<file path="config.mk">
export PLATFORM = sky130hd
export DESIGN_NAME = reg_dump
export DESIGN_NICKNAME = d
export VERILOG_FILES = /design/src/rtl/cpu_pkg.sv /design/src/rtl/reg_dump.sv
export SDC_FILE = /design/constraint.sdc
export NUM_CORES = 1
export LEC_CHECK = 0
export ABC_AREA = 1
export BUFFER_PORTS_ARGS = -buffer_cell sky130_fd_sc_hd__buf_2
export CAP_MARGIN = 20
export CORE_UTILIZATION = 47
export CTS_CLUSTER_DIAMETER = 40
export DETAILED_ROUTE_END_ITERATION = 7
export GPL_TIMING_DRIVEN = 1
export HOLD_SLACK_MARGIN = 0.05
export PLACE_DENSITY_LB_ADDON = 0.05
export SYNTH_ARGS = -nofsm -noshare
export SYNTH_HDL_FRONTEND = slang
export SYNTH_SLANG_ARGS = --single-unit
</file>
<file path="constraint.sdc">
create_clock -name Clk -period 1.4 [get_ports Clk]
set_input_delay 0.07 -clock Clk [delete_from_list [all_inputs] [get_ports Clk]]
set_output_delay 0.07 -clock Clk [all_outputs]
set_load 0.1 [all_outputs]
</file>
<file path="src/rtl/cpu_pkg.sv">
// Constants and types shared between the CPU register file and its companions.
`timescale 1ns/1ps
package cpu_pkg;

  localparam int CPU_W = 8;
  localparam int CPU_D = 3;

  typedef enum logic [1:0] {
    IDLE = 2'd0,
    LOAD = 2'd1,
    SEND = 2'd2,
    DONE = 2'd3
  } dump_state_t;

endpackage

</file>
<file path="src/rtl/reg_dump.sv">
// Walks a register-file address range through one read port and emits each
// captured register as a byte on a valid/ready stream.
`timescale 1ns/1ps
module reg_dump
  import cpu_pkg::*;
#(
  parameter int W = CPU_W,
  parameter int D = CPU_D
) (
  input  logic         Clk,
  input  logic         Reset,
  input  logic         Start,
  input  logic [D-1:0] FirstAddr,
  input  logic [D-1:0] LastAddr,
  output logic [D-1:0] RaddrOut,
  input  logic [W-1:0] RdataIn,
  output logic [W-1:0] OutData,
  output logic         OutValid,
  input  logic         OutReady,
  output logic         Busy,
  output logic         Done
);

  localparam logic [D-1:0] ADDR_ONE = {{(D-1){1'b0}}, 1'b1};

  dump_state_t  state_reg;
  logic [D-1:0] addr_reg;
  logic [D-1:0] last_reg;

  // The read port always follows the walking address; it is parked at 0 in IDLE.
  assign RaddrOut = addr_reg;

  always_ff @(posedge Clk or posedge Reset) begin
    if (Reset) begin
      state_reg <= IDLE;
      addr_reg  <= '0;
      last_reg  <= '0;
      OutData   <= '0;
      OutValid  <= 1'b0;
      Busy      <= 1'b0;
      Done      <= 1'b0;
    end else begin
      case (state_reg)
        IDLE: begin
          if (Start) begin
            addr_reg  <= FirstAddr;
            last_reg  <= LastAddr;
            Busy      <= 1'b1;
            state_reg <= LOAD;
          end
        end
        LOAD: begin
          // Snapshot: the byte is frozen here, later register writes cannot reach it.
          OutData   <= RdataIn;
          OutValid  <= 1'b1;
          state_reg <= SEND;
        end
        SEND: begin
          if (OutReady) begin
            OutValid <= 1'b0;
            if (addr_reg == last_reg) begin
              Done      <= 1'b1;
              state_reg <= DONE;
            end else begin
              addr_reg  <= addr_reg + ADDR_ONE;
              state_reg <= LOAD;
            end
          end
        end
        DONE: begin
          Done      <= 1'b0;
          Busy      <= 1'b0;
          addr_reg  <= '0;
          OutData   <= '0;
          state_reg <= IDLE;
        end
        default: state_reg <= IDLE;
      endcase
    end
  end

endmodule

</file>
After elaboration in Yosys (flattened, before gate mapping)

Cells that the tools add are included.

Register bits after elaboration: 19
Output and inout bits: 14

Add/subtract/negate cells: 1
Equal/unequal tests: 8
Muxes and demuxes: 16
Reductions and logical operators: 12

Operators by type and width:

| cell                | count |
|---|---|
| $pmux 8 s2          | 1 |
| $mux 3              | 3 |
| $pmux 3 s3          | 1 |
| $ne 2x2->1 const B  | 4 |
| $pmux 2 s4          | 1 |
| $reduce_and 2->1    | 4 |
| $reduce_bool 2->1   | 4 |
| $mux 2              | 3 |
| $pmux 1 s2          | 3 |
| $eq 2x2->1 const B  | 2 |
| $mux 1              | 4 |
| $reduce_and 4->1    | 1 |
| $add 3x1->3 const B | 1 |
| $eq 3x3->1          | 1 |
| $reduce_and 3->1    | 1 |
| $reduce_bool 3->1   | 1 |
| $eq 2x1->1 const B  | 1 |
| $logic_not 2->1     | 1 |

Depth between registers and ports, before layout

Depth after elaboration: 4
Depth in mapped cells: 8

Worst setup path after synthesis

No wires, ideal clock.

Path type: register to register
From: register addr_reg[0] (netlist: RaddrOut[0])
To: register addr_reg[2] (netlist: RaddrOut[2])
Setup time: 0.123 ns
Arrival time: 1.582 ns
Setup slack: -0.304 ns
Cell stages (with the launch flop): 8
Buffers on the path: 0
Clock period less this slack: 1.704 ns
Cell sequence: dfrtp_1 -> inv_1 -> nand2_1 -> nand2_1 -> nand4_2 -> nand3_2 -> nand2_1 -> nand2_1

Longest elaborated chain between the ends: 4

Ends and longest elaborated chain:

| element                | RTL line       | source |
|---|---|---|
| from (decl)            | reg_dump.sv:27 | `logic [D-1:0] addr_reg;` |
| from (signal assigned) | reg_dump.sv:46 | `addr_reg <= FirstAddr;` |
| from (signal assigned) | reg_dump.sv:65 | `addr_reg <= addr_reg + ADDR_ONE;` |
| $add 3x1->3            | reg_dump.sv:65 |  |
| $mux 3                 | reg_dump.sv:61 | `if (addr_reg == last_reg) begin` |
| $mux 3                 | reg_dump.sv:59 | `if (OutReady) begin` |
| $pmux 3 s3             | reg_dump.sv:43 | `case (state_reg)` |

Parallel ways exist; a longest one is shown, timed or not. The select of a mux whose other input is x is not followed.
A chain may end at the register's enable or synchronous reset.

Worst setup path in the final report

From: register addr_reg[0] (netlist: RaddrOut[0])
To: output port RaddrOut[0]

RTL lines:

| element   | RTL line       | source |
|---|---|---|
| to (decl) | reg_dump.sv:15 | `output logic [D-1:0] RaddrOut,` |

No word-level cell between the ends.

==> results.cfg <==
[grt]
gr-total-overflow = 0
antenna_found_initial = 0
grt_pass1_vias = 736
track_usage = 0.216
grt_pass1_wl_mm = 3.08
grt_max_degree = 20

[run_status]
status = complete, no violations

[synth]
synth.cell_area_um2 = 867
synth_seq_area_share = 0.548
ys.warnings.count = 0
synthesis.nets = 111
synth-seq-cells = 19
synth_area_per_cell_um2 = 9.42
ys_types = 21
synthCells = 92

[min_path]
min_path_type = primary input to flip-flop

[route]
ant_nets = 0
dr.pass1.iters = 4
wl_per_cell_um = 10.8
vias = 766
drc = 0
drt_iter0_drc = 15
via_per_inst = 4.61
drt_wl_total_mm = 1.80

[finish]
finalNetCount = 161
largest_register_ff_count = 8
area_growth_pct = 41.7
diodes = 0
drive_gt1_frac = 0.362

[setup_path]
arrival_ns = 1.16
critical_path.slowest_cell = buf_2
max_stage_delay_ns = 0.44
path_buf_inv = 1
path_max_fanout = 5
critPathKind = flip-flop to output pin
endpoint_kind = output pin
cp.required_ns = 1.33
start_kind = flip-flop
critPathTopFamily = buffers and inverters
r2r_slack_ns = 0.19
path_cells = buf_2

[floorplanning]
num_rows = 15
initial_core_util = 0.502
io_pins = 32
dieArea_um2 = 2020
die_height_um = 45.0
coreArea_um2 = 1730
die_w_um = 45.0

[cts]
clock_sinks = 19
cts_made_buffers = 3
insertion_delay_ns = 0.29
clkTransAtPathRegs_ns = 0.11
cts_tree = yes
cts_root_buf = clkbuf_4
h-tree-depth = 1
clock_path_buffers = 2
postCtsSetupBuffers = 0

[timing]
fin_crit_sh = 0.879
max_slew_margin = 0.674
finClkSkew_ns = 0.00517
min_period_ns = 1.23
slew_viol_final = 0
setup_tns_ns = 0
fmax_mhz = 812
finalHoldViolations = 0
setup_viol = 0
rsz0062_at_grt = false
worst_pin_slew_ns = 0.493

[placed_design]
gp_congestion = 0.776
io_buffers = 31
place_hpwl_mm = 1.27

[job]
maxCapViolCount = 0
## placed cells by master, fill, tap and decap left out, drive strengths merged
cell | netlist | layout
inv | 11 | 11
a21oi | 2 | 2
o21ai | 3 | 3
clkbuf | 0 | 3
o22ai | 1 | 1
nor2 | 6 | 6
dfrtp | 19 | 19
mux2 | 1 | 1
ha | 1 | 1
a22o | 8 | 8
xnor2 | 1 | 1
nand4 | 4 | 4
dlygate4sd3 | 0 | 13
clkinv | 0 | 1
nand3 | 4 | 4
nand2 | 30 | 30
buf | 1 | 33
## logic make-up (layout without fill, tap and decap cells)
group / Yosys count / count (layout) / synth area share
simple gates: 44 / 44 / 0.241
flops: 19 / 19 / 0.548
fa+ha+maj: 1 / 1 / 0.0144
mux: 1 / 1 / 0.0130
buf+inv: 12 / 61 / 0.0563
xor+xnor: 1 / 1 / 0.0101
compound gates: 14 / 14 / 0.117
## area by class of cell
class | instances | area (µm²)
clock buffers | 3 | 22.5
clock inverters | 1 | 5.00
fillers | 159 | 498
inverters | 11 | 41.3
multi-input cells | 61 | 348
flip-flops and latches | 19 | 480
well taps | 25 | 31.3
repair buffers | 46 | 300
## cells in the mapped netlist, drive strengths merged
library cell	n	area (µm²)
nand2	30	115
dfrtp	19	475
buf	1	7.51
o21ai	3	15.0
a22o	8	70.1
mux2	1	11.3
nand4	4	31.3
nand3	4	30.0
o22ai	1	6.26
xnor2	1	8.76
a21oi	2	10.0
inv	11	41.3
ha	1	12.5
nor2	6	32.5
## stage by stage
stage                     hold slack, ns  worst slack [ns]   util  cells  area, µm²
after global routing               0.128            0.0618  0.712    166       1230
after detailed placement          0.0959             0.111  0.617    149       1060
after CTS                          0.122            0.0950  0.708    166       1220
final                              0.124             0.169  0.712    166       1230
after floorplan                   0.0209           0.00918      -     92        871
after global placement            0.0967             0.180  0.617    149       1060
## final timing paths
check | from | end | cells past startpoint
setup reg to reg | state_reg[1] | RaddrOut[1] | 6
hold / removal | FirstAddr[0] | RaddrOut[0] | 5
setup / recovery | RaddrOut[0] | RaddrOut[0] | 1
hold reg to reg | Busy | Busy | 2
max in group asynchronous | Reset | state_reg[1] | 4
min in group asynchronous | Reset | last_reg[1] | 4
## per-layer routing
metal	share of wire	track usage	up-vias	routed length, µm
met3	0.032	0.0480	2	58
met5	0	0	-	0
met2	0.47	0.336	17	846
met1	0.49	0.289	344	876
met4	0.0072	0.0909	0	13
li1	-	-	403	-
## repair_timing
item,in CTS,in global routing
hold endpoints to repair,31,0
hold buffers,13,0
endpoints found under the setup margin,0,3
resized for setup,0,2
Power is left out: the tool's default activity adds up to more than one toggle a clock period on the data nets, which glitch-free logic cannot reach.
